`config.mk`:
```
export PLATFORM = sky130hd
export DESIGN_NAME = alu_seq_responder
export DESIGN_NICKNAME = d
export VERILOG_FILES = /design/src/rtl/alu_seq_pkg.sv /design/src/rtl/alu_comb_ops.sv /design/src/rtl/alu_seq_responder.sv
export SDC_FILE = /design/constraint.sdc
export NUM_CORES = 2
export LEC_CHECK = 0
export BUFFER_PORTS_ARGS = -buffer_cell sky130_fd_sc_hd__buf_4
export CAP_MARGIN = 20
export CORE_UTILIZATION = 40
export CTS_CLUSTER_SIZE = 14
export DETAILED_ROUTE_END_ITERATION = 10
export SYNTH_ARGS = -nofsm -noshare
export SYNTH_HDL_FRONTEND = slang
export SYNTH_SLANG_ARGS = --single-unit
```
`constraint.sdc`:
```
create_clock -name clock -period 11.98 [get_ports clock]
set_clock_uncertainty 0.05 [all_clocks]
set_input_delay 2.995 -clock clock [delete_from_list [all_inputs] [get_ports clock]]
set_output_delay 2.995 -clock clock [all_outputs]
set_load 0.05 [all_outputs]
```
`src/rtl/alu_seq_pkg.sv`:
```
// Shared opcodes, FSM states and result layout for the sequential ALU responder.
package alu_seq_pkg;

  localparam int DATA_W = 32;
  localparam int RES_W  = 2 * DATA_W;

  localparam logic [3:0] OP_OR   = 4'd0;
  localparam logic [3:0] OP_AND  = 4'd1;
  localparam logic [3:0] OP_NOT  = 4'd2;
  localparam logic [3:0] OP_ADD  = 4'd3;
  localparam logic [3:0] OP_SUB  = 4'd4;
  localparam logic [3:0] OP_NEG  = 4'd5;
  localparam logic [3:0] OP_MUL  = 4'd6;
  localparam logic [3:0] OP_DIV  = 4'd7;
  localparam logic [3:0] OP_SHL  = 4'd8;
  localparam logic [3:0] OP_SHR  = 4'd9;
  localparam logic [3:0] OP_SHRA = 4'd10;
  localparam logic [3:0] OP_ROL  = 4'd11;
  localparam logic [3:0] OP_ROR  = 4'd12;

  typedef enum logic [2:0] {IDLE, MUL, DIV, FIXUP, DONE} state_t;

  typedef struct packed {
    logic [DATA_W-1:0] hi;
    logic [DATA_W-1:0] lo;
  } res_t;

endpackage

```
`src/rtl/alu_comb_ops.sv`:
```
// Single-cycle ALU ops: logic, add/sub/neg, shifts and rotates. MUL/DIV decode as legal, zero result.
module alu_comb_ops #(
  parameter int WIDTH = 32
) (
  input  logic [3:0]       op,
  input  logic [WIDTH-1:0] a,
  input  logic [WIDTH-1:0] b,
  output logic [WIDTH-1:0] y,
  output logic             illegal
);
  import alu_seq_pkg::*;

  localparam int SH_W = $clog2(WIDTH);

  logic [SH_W-1:0]  sh;
  logic [WIDTH-1:0] rol, ror;

  assign sh  = b[SH_W-1:0];
  // A shift by WIDTH yields zero, so amount 0 collapses to a unchanged.
  assign rol = (a << sh) | (a >> (WIDTH - int'(sh)));
  assign ror = (a >> sh) | (a << (WIDTH - int'(sh)));

  always_comb begin
    y       = '0;
    illegal = 1'b0;
    case (op)
      OP_OR:   y = a | b;
      OP_AND:  y = a & b;
      OP_NOT:  y = ~a;
      OP_ADD:  y = a + b;
      OP_SUB:  y = a - b;
      OP_NEG:  y = '0 - a;
      OP_MUL,
      OP_DIV:  y = '0;
      OP_SHL:  y = a << sh;
      OP_SHR:  y = a >> sh;
      OP_SHRA: y = $signed(a) >>> sh;
      OP_ROL:  y = rol;
      OP_ROR:  y = ror;
      default: illegal = 1'b1;
    endcase
  end

endmodule

```
`src/rtl/alu_seq_responder.sv`:
```
// Valid/ready ALU engine: Booth radix-2 MUL, non-restoring DIV with sign fixup.
// Option macro ALU_SEQ_DIV0_EARLY_EN: DIV by zero completes in one cycle and flags resp_err.
module alu_seq_responder #(
  parameter int WIDTH = 32,
  parameter int CNT_W = 6
) (
  input  logic               clock,
  input  logic               clear_n,
  input  logic               req_valid,
  output logic               req_ready,
  input  logic [3:0]         req_opcode,
  input  logic [WIDTH-1:0]   req_a,
  input  logic [WIDTH-1:0]   req_b,
  output logic               resp_valid,
  input  logic               resp_ready,
  output logic [2*WIDTH-1:0] resp_result,
  output logic               resp_err
);
  import alu_seq_pkg::*;

`ifdef ALU_SEQ_DIV0_EARLY_EN
  localparam bit DIV0_EARLY = 1'b1;
`else
  localparam bit DIV0_EARLY = 1'b0;
`endif

  state_t state, state_nxt;

  logic [3:0]              op_q;
  logic [WIDTH-1:0]        a_q, b_q;
  logic [CNT_W-1:0]        cnt;
  // acc/mq form the {A,Q} pair shared by Booth and the divider; two guard bits absorb MIN operands.
  logic signed [WIDTH+1:0] acc, m_q;
  logic [WIDTH-1:0]        mq;
  logic                    q_m1;
  logic                    res_vld;

  logic                    accept, last_iter;
  logic [WIDTH-1:0]        a_abs, b_abs, comb_y, quo_s, rem_s;
  logic                    comb_ill, fin_err;
  logic signed [WIDTH+1:0] booth_sum, div_sh, div_nxt, rem_fix;
  logic [2*WIDTH-1:0]      fin_res;

  assign accept    = req_valid & req_ready;
  assign last_iter = (cnt == CNT_W'(WIDTH-1));
  assign a_abs     = req_a[WIDTH-1] ? ('0 - req_a) : req_a;
  assign b_abs     = req_b[WIDTH-1] ? ('0 - req_b) : req_b;

  alu_comb_ops #(.WIDTH(WIDTH)) u_ops (
    .op(op_q), .a(a_q), .b(b_q), .y(comb_y), .illegal(comb_ill)
  );

  always_comb begin
    case ({mq[0], q_m1})
      2'b01:   booth_sum = acc + m_q;
      2'b10:   booth_sum = acc - m_q;
      default: booth_sum = acc;
    endcase
    div_sh  = {acc[WIDTH:0], mq[WIDTH-1]};
    div_nxt = acc[WIDTH+1] ? (div_sh + m_q) : (div_sh - m_q);
    rem_fix = acc[WIDTH+1] ? (acc + m_q) : acc;
    quo_s   = (a_q[WIDTH-1] ^ b_q[WIDTH-1]) ? ('0 - mq) : mq;
    rem_s   = a_q[WIDTH-1] ? ('0 - rem_fix[WIDTH-1:0]) : rem_fix[WIDTH-1:0];
  end

  always_comb begin
    fin_res = {{WIDTH{1'b0}}, comb_y};
    fin_err = comb_ill;
    if (op_q == OP_MUL || op_q == OP_DIV) begin
      fin_res = {acc[WIDTH-1:0], mq};
      fin_err = 1'b0;
      if (DIV0_EARLY && op_q == OP_DIV && b_q == '0) begin
        fin_res = {a_q, {WIDTH{1'b1}}};
        fin_err = 1'b1;
      end
    end
  end

  always_ff @(posedge clock or negedge clear_n) begin
    if (!clear_n) state <= IDLE;
    else          state <= state_nxt;
  end

  always_comb begin
    state_nxt = state;
    case (state)
      IDLE: if (accept) begin
        if (req_opcode == OP_MUL)
          state_nxt = MUL;
        else if (req_opcode == OP_DIV && !(DIV0_EARLY && req_b == '0))
          state_nxt = DIV;
        else
          state_nxt = DONE;
      end
      MUL:     if (last_iter) state_nxt = DONE;
      DIV:     if (last_iter) state_nxt = FIXUP;
      FIXUP:   state_nxt = DONE;
      DONE:    if (res_vld && resp_ready) state_nxt = IDLE;
      default: state_nxt = IDLE;
    endcase
  end

  always_comb begin
    req_ready  = (state == IDLE);
    resp_valid = (state == DONE) && res_vld;
  end

  always_ff @(posedge clock or negedge clear_n) begin
    if (!clear_n) begin
      op_q        <= '0;
      a_q         <= '0;
      b_q         <= '0;
      cnt         <= '0;
      acc         <= '0;
      m_q         <= '0;
      mq          <= '0;
      q_m1        <= 1'b0;
      res_vld     <= 1'b0;
      resp_result <= '0;
      resp_err    <= 1'b0;
    end else begin
      case (state)
        IDLE: if (accept) begin
          op_q    <= req_opcode;
          a_q     <= req_a;
          b_q     <= req_b;
          cnt     <= '0;
          acc     <= '0;
          q_m1    <= 1'b0;
          res_vld <= 1'b0;
          if (req_opcode == OP_DIV) begin
            mq  <= a_abs;
            m_q <= {2'b00, b_abs};
          end else begin
            mq  <= req_a;
            m_q <= {{2{req_b[WIDTH-1]}}, req_b};
          end
        end
        MUL: begin
          acc  <= {booth_sum[WIDTH+1], booth_sum[WIDTH+1:1]};
          mq   <= {booth_sum[0], mq[WIDTH-1:1]};
          q_m1 <= mq[0];
          cnt  <= cnt + 1'b1;
        end
        DIV: begin
          acc <= div_nxt;
          mq  <= {mq[WIDTH-2:0], ~div_nxt[WIDTH+1]};
          cnt <= cnt + 1'b1;
        end
        FIXUP: begin
          if (b_q == '0) begin
            acc <= {2'b00, a_q};
            mq  <= '1;
          end else begin
            acc <= {2'b00, rem_s};
            mq  <= quo_s;
          end
        end
        DONE: begin
          if (!res_vld) begin
            res_vld     <= 1'b1;
            resp_result <= fin_res;
            resp_err    <= fin_err;
          end else if (resp_ready) begin
            res_vld <= 1'b0;
          end
        end
        default: ;
      endcase
    end
  end

endmodule
```
# Word-level counts from Yosys, hierarchy flattened

Cells that the tools add are included.

Register bits after elaboration: 244
Input port bits: 72
Output and inout bits: 67
Word-level logic and storage cells: 118

$add $sub $neg: 13
Equal/unequal tests: 26
Shift operators: 5
Mux-type cells: 33
Bitwise gates (word level): 9
Reduce and logical (&&, ||, !) cells: 20

Operators with widths:

| cell                    | count |
|---|---|
| $pmux W32 S11           | 1 |
| $mux W32                | 9 |
| $sub A1 B32 Y32 const A | 5 |
| $pmux W34 S4            | 1 |
| $pmux W32 S4            | 1 |
| $mux W34                | 3 |
| $or A32 B32 Y32         | 3 |
| $add A34 B34 Y34        | 2 |
| $pmux W34 S2            | 1 |
| $sub A34 B34 Y34        | 2 |
| $mux W64                | 1 |
| $add A32 B32 Y32        | 1 |
| $and A32 B32 Y32        | 1 |
| $logic_not A32 Y1       | 1 |
| $not A32 Y32            | 1 |
| $shl A32 B32 Y32        | 1 |
| $shl A32 B5 Y32         | 1 |
| $shr A32 B32 Y32        | 1 |
| $shr A32 B5 Y32         | 1 |
| $sshr A32 B5 Y32        | 1 |
| $sub A32 B32 Y32        | 1 |
| $eq A4 B3 Y1 const B    | 6 |
| $eq A4 B4 Y1 const B    | 5 |
| $mux W3                 | 6 |
| other kinds (32)        | 50 |

# Logic depth before layout (Yosys ltp)

Word-level depth: 6
Depth in mapped cells: 25
Gate-level depth less buffers: 20

# Cells and area by module

A second synthesis with hierarchy kept.

Cells, all modules: 4,520
Area total of the unflattened synthesis: 32,892.8 um2

Modules (own cells, without submodules):

| module            | times used | cells an instance | area each (um2) | seq. area each (um2) |
|---|---|---|---|---|
| alu_seq_responder | 1          | 2,776             | 20,950.1        | 6,055.8 |
| alu_comb_ops      | 1          | 1,744             | 11,942.7        | 0.0 |

# Worst setup path after synthesis

OpenSTA, ideal clock, no wires.

Path kind: register to register
Start point: register b_q[0]
End point: register resp_result[30]
Setup time: 0.126 ns
Arrival: 5.603 ns
Data required time: 11.804 ns
Setup slack: 6.201 ns
Stages on the path, launching flop included: 24
Buffers on the path: 8
Clock period less this slack: 5.779 ns
Cells stage by stage: dfrtp_1 clkbuf_1 inv_1 clkbuf_1 clkbuf_1 buf_1 ha_1 clkbuf_1 clkbuf_1 clkbuf_1 clkbuf_1 mux2i_1 fa_1 a21o_1 nand4_1 nand3_1 a21boi_0 a21o_1 a311oi_1 a31oi_1 o21ai_0 mux2i_1 a221oi_1 nor2_1

Word-level cells in the longest chain between the ends: 5
Elaborated cells between the ends (all ways): 12
Those cells by class: 3 x add/sub; 5 x shift; 2 x mux; 2 x bitwise

Ends and longest elaborated chain:

| element                                                     | RTL line                               | text |
|---|---|---|
| start: declaration                                          | alu_seq_responder.sv:30                | `logic [WIDTH-1:0] a_q, b_q;` |
| start signal: assignment                                    | alu_seq_responder.sv:126               | `b_q <= req_b;` |
| $sub A6 B5 Y7                                               | alu_comb_ops.sv:20, alu_comb_ops.sv:21 |  |
| $shl A32 B32 Y32 / $shr A32 B32 Y32 (equally long branches) | alu_comb_ops.sv:21, alu_comb_ops.sv:20 |  |
| $or A32 B32 Y32 (on tied branches)                          | alu_comb_ops.sv:21, alu_comb_ops.sv:20 |  |
| $pmux W32 S11 *                                             | alu_comb_ops.sv:26                     | `case (op)` |
| $mux W64 *                                                  | alu_seq_responder.sv:69                | `if (op_q == OP_MUL \|\| op_q == OP_DIV) begin` |
| end signal: assignment                                      | alu_seq_responder.sv:162               | `resp_result <= fin_res;` |
| end: declaration                                            | alu_seq_responder.sv:16                | `output logic [2*WIDTH-1:0] resp_result,` |

Mark *: on every way between the ends. The rest lies on a longest branch, timed or not.
A chain may end at the register's enable or synchronous reset.

# Worst setup path in the final report

Start point: input req_a[4]
End point: register mq[29]

Word-level cells in the longest chain between the ends: 5

Ends and longest elaborated chain:

| element                | RTL line                 | text |
|---|---|---|
| start: declaration     | alu_seq_responder.sv:12  | `input logic [WIDTH-1:0] req_a,` |
| $sub A1 B32 Y32        | alu_seq_responder.sv:46  | `assign a_abs = req_a[WIDTH-1] ? ('0 - req_a) : req_a;` |
| $mux W32               | alu_seq_responder.sv:46  |  |
| $mux W32               | alu_seq_responder.sv:131 | `if (req_opcode == OP_DIV) begin` |
| $mux W32               | alu_seq_responder.sv:123 | `IDLE: if (accept) begin` |
| $pmux W32 S4           | alu_seq_responder.sv:122 | `case (state)` |
| end signal: assignment | alu_seq_responder.sv:132 | `mq <= a_abs;` |
| end signal: assignment | alu_seq_responder.sv:135 | `mq <= req_a;` |
| end signal: assignment | alu_seq_responder.sv:141 | `mq <= {booth_sum[0], mq[WIDTH-1:1]};` |
| end: declaration       | alu_seq_responder.sv:34  | `logic [WIDTH-1:0] mq;` |

No other way between the ends. The select of a mux whose other input is x is not followed.

==> results_dict.tcl <==
set metrics [dict create \
    hold_path_class "reg -> reg" \
    synthArstFlopShare_pct 100 \
    clock_sinks 242 \
    cts-root-buf "clkbuf_16" \
    r2r_cells 21 \
    critPathKind "in -> reg" \
    clk_pin_slew_ns 0.06 \
    clkLatencyLatePin_ns 0.57 \
    fill_cells 8243 \
    netlist_top_cells_area "dfrtp_1, nand2_1, a21oi_1" \
    grt_max_degree 149 \
    min_period_ns 5.86 \
    post_cts_buffers 0 \
    cp_top_family "simple AND/OR/NAND/NOR gates" \
    start_util_pct 40.5 \
    clk_path_buf_depth 3 \
    synth-seq-cells 242 \
    maxSlewViolCount 0 \
    timing.rr.end "resp_result[30]" \
    grt_pass1_wl_um 226000 \
    syn_avg_cell_area_um2 6.98 \
    ant_nets 0 \
    fp.dieW_um 282 \
    grt_pass1_vias 32500 \
    io_pins 139 \
    synth_edf_count 0 \
    synth_most_common_cell "nand2_1" \
    tns_ns 0 \
    htree_levels 2 \
    hpwlAfterDp_um 117000 \
    drt_iter0_drc 5528 \
    slowest_delay_ns 0.63 \
    critPathMaxFanout 4 \
    grt_use_total_pct 38.2 \
    synth_top_area_share_pct 19.3 \
    top_usage_layer "met1" \
    die_area_mm2 0.0796 \
    max_freq_ghz 0.171 \
    hold_path_end "resp_result[58]" \
    vias 36400 \
    die_h_um 282 \
    timing.hold.ws_ns 0.416 \
    antenna_found_initial 7 \
    cts_resized 0 \
    synth_nets 4723 \
    critPathLaunchType "input pin" \
    grt_use_met1_pct 53.9 \
    period_share_pct 48.9 \
    finalSetupViolations 0 \
    routabilityCongestion 1.13 \
    syn_area_mm2 0.0314 \
    drt_pre_antenna_iters 8 \
    hp-start "resp_result[58]" \
    post_drt_wl_per_cell_um 28.5 \
    synthFlopType "dfrtp_1" \
    slew_headroom_pct 23.1 \
    syn_inst 4502 \
    drt-total-wl_um 157000 \
    reg2reg_slack_ns 6.16 \
    slowest_stage "nor4_1" \
    cp-end-kind "flop" \
    crit_chain "buf_4 -> or3_1 -> nor3_1 -> nand3_1 -> nor4_1 -> nand4b_1 -> or4_1 -> o41ai_1 -> xnor2_1 -> o22ai_1 -> o21ai_1" \
    area_growth_pct 9.95 \
    overflow 0 \
    synth_top_area_cell "dfrtp_1" \
    max_slew.worst_pin.slew_ns 1.15 \
    hold_path_depth 2 \
    drc_errors 0 \
    hold_viol 0 \
    rsz0062_at_grt "no" \
    status "completed" \
    use_met2_pct 53.2 \
    io_buffer_count 138 \
    crit_buf_inv 1 \
    synth_seq_area_share_pct 19.3 \
    synth_common_cells "nand2_1, nor2_1, a21oi_1" \
    r2r_start "b_q[1]" \
    postCtsHoldBufs 0 \
    yosysUniqueCellTypes 97 \
    use_met3_pct 11.4 \
    multi_input_area_mm2 0.0236 \
    seq_area_mm2 0.00607 \
    critical_path_arrival_ns 6.29 \
    cap_violations 0 \
    required_ns 12.42 \
    cts_tree "built" \
    cts_buffers 35 \
    rows 102 \
    core_area_mm2 0.0776 \
    vias_per_cell 6.62 \
    yosys_warnings 0 \
    nNetsFinal 4652 \
    drive_gt1_share_pct 10.2 \
]
==> worst register-to-register path, stage by stage (launching register included) <==
cell and delay (ns):
dfrtp_2 0.58, inv_1 0.13, buf_4 0.38, ha_4 0.29, or3b_2 0.55, nor2_1 0.36
nand3b_1 0.16, or2_2 0.33, o41ai_1 0.32, xor2_1 0.12, ha_1 0.24, a21o_1 0.18
a21o_1 0.19, a21o_1 0.19, a21o_1 0.17, a21oi_1 0.19, a311oi_1 0.17, a31oi_1 0.35
o21ai_0 0.17, mux2i_1 0.16, a221oi_1 0.34, nor2_1 0.07
==> layer usage <==
layer | wire length (um) | share of wire (%)
met5 | 76 | 0.048
met4 | 7590 | 4.8
met3 | 19800 | 13
met2 | 62700 | 40
met1 | 66700 | 43
==> registers in the layout, summed over array words and instances (netlist names), 3 cells and up <==
register / flops
acc: 34
cnt: 6
resp_result: 64
a_q: 32
b_q: 32
state: 3
m_q: 32
op_q: 4
mq: 32
==> cells by family after synthesis <==
kind of cell             Yosys count  synth area share [%]
AO/OA/AOI/OAI                   1473                  30.5
XOR/XNOR                         262                  7.31
adder cells (fa/ha/maj)          149                  6.03
buffers and inverters            487                  5.92
flip-flops                       242                  19.3
multiplexers                     185                  6.73
AND/OR/NAND/NOR                 1704                  24.2
==> layout make-up <==
class / instances / share of cell area [%]
timing repair buffer: 247 / 5.41
sequential: 242 / 17.6
clock buffer: 49 / 2.87
antenna: 3 / 0.0217
inverter: 132 / 1.43
tap: 1040 / 3.77
multi-input combinational: 3773 / 68.4
clock inverter: 13 / 0.482
==> how the worst max path moves through the flow <==
| stage | startpoint | endpoint | slack (ns) | cells after the start |
|---|---|---|---|---|
| 2_1_floorplan | b_q[0] | resp_result[30] | 6.20 | 23 |
| 3_3_place_gp | req_a[4] | mq[29] | 5.59 | 11 |
| 3_5_place_dp | req_a[4] | mq[29] | 5.60 | 11 |
| 4_1_cts | req_a[4] | mq[29] | 6.15 | 11 |
| 5_1_grt | b_q[1] | resp_result[30] | 5.82 | 21 |
| 6_report | req_a[4] | mq[29] | 6.12 | 11 |
==> through the flow <==
step	setup slack, ns	instances	util, %	area (um2)
floorplan	6.20	4502	-	31400
global placement	5.59	5428	42.9	33300
detailed placement	5.60	5431	43.0	33300
CTS	6.15	5493	44.5	34500
global route	5.82	5497	44.5	34500
finish	6.12	5499	44.5	34500
==> placed cells by master, fill, tap and decap left out, types with 59 or more instances in the layout <==
master	instances
inv_1	124
xnor2_1	155
xor2_1	103
a211oi_1	88
mux2i_1	118
ha_1	144
o21ai_0	359
a221oi_1	65
dfrtp_1	235
nor3_1	95
nand2_1	718
buf_4	239
o22ai_1	67
nor2_1	449
nand3_1	119
a21oi_1	378
a31oi_1	59
o211ai_1	67
Power is left out: the tool's default activity adds up to more than one toggle a clock period on the data nets, which glitch-free logic cannot reach.
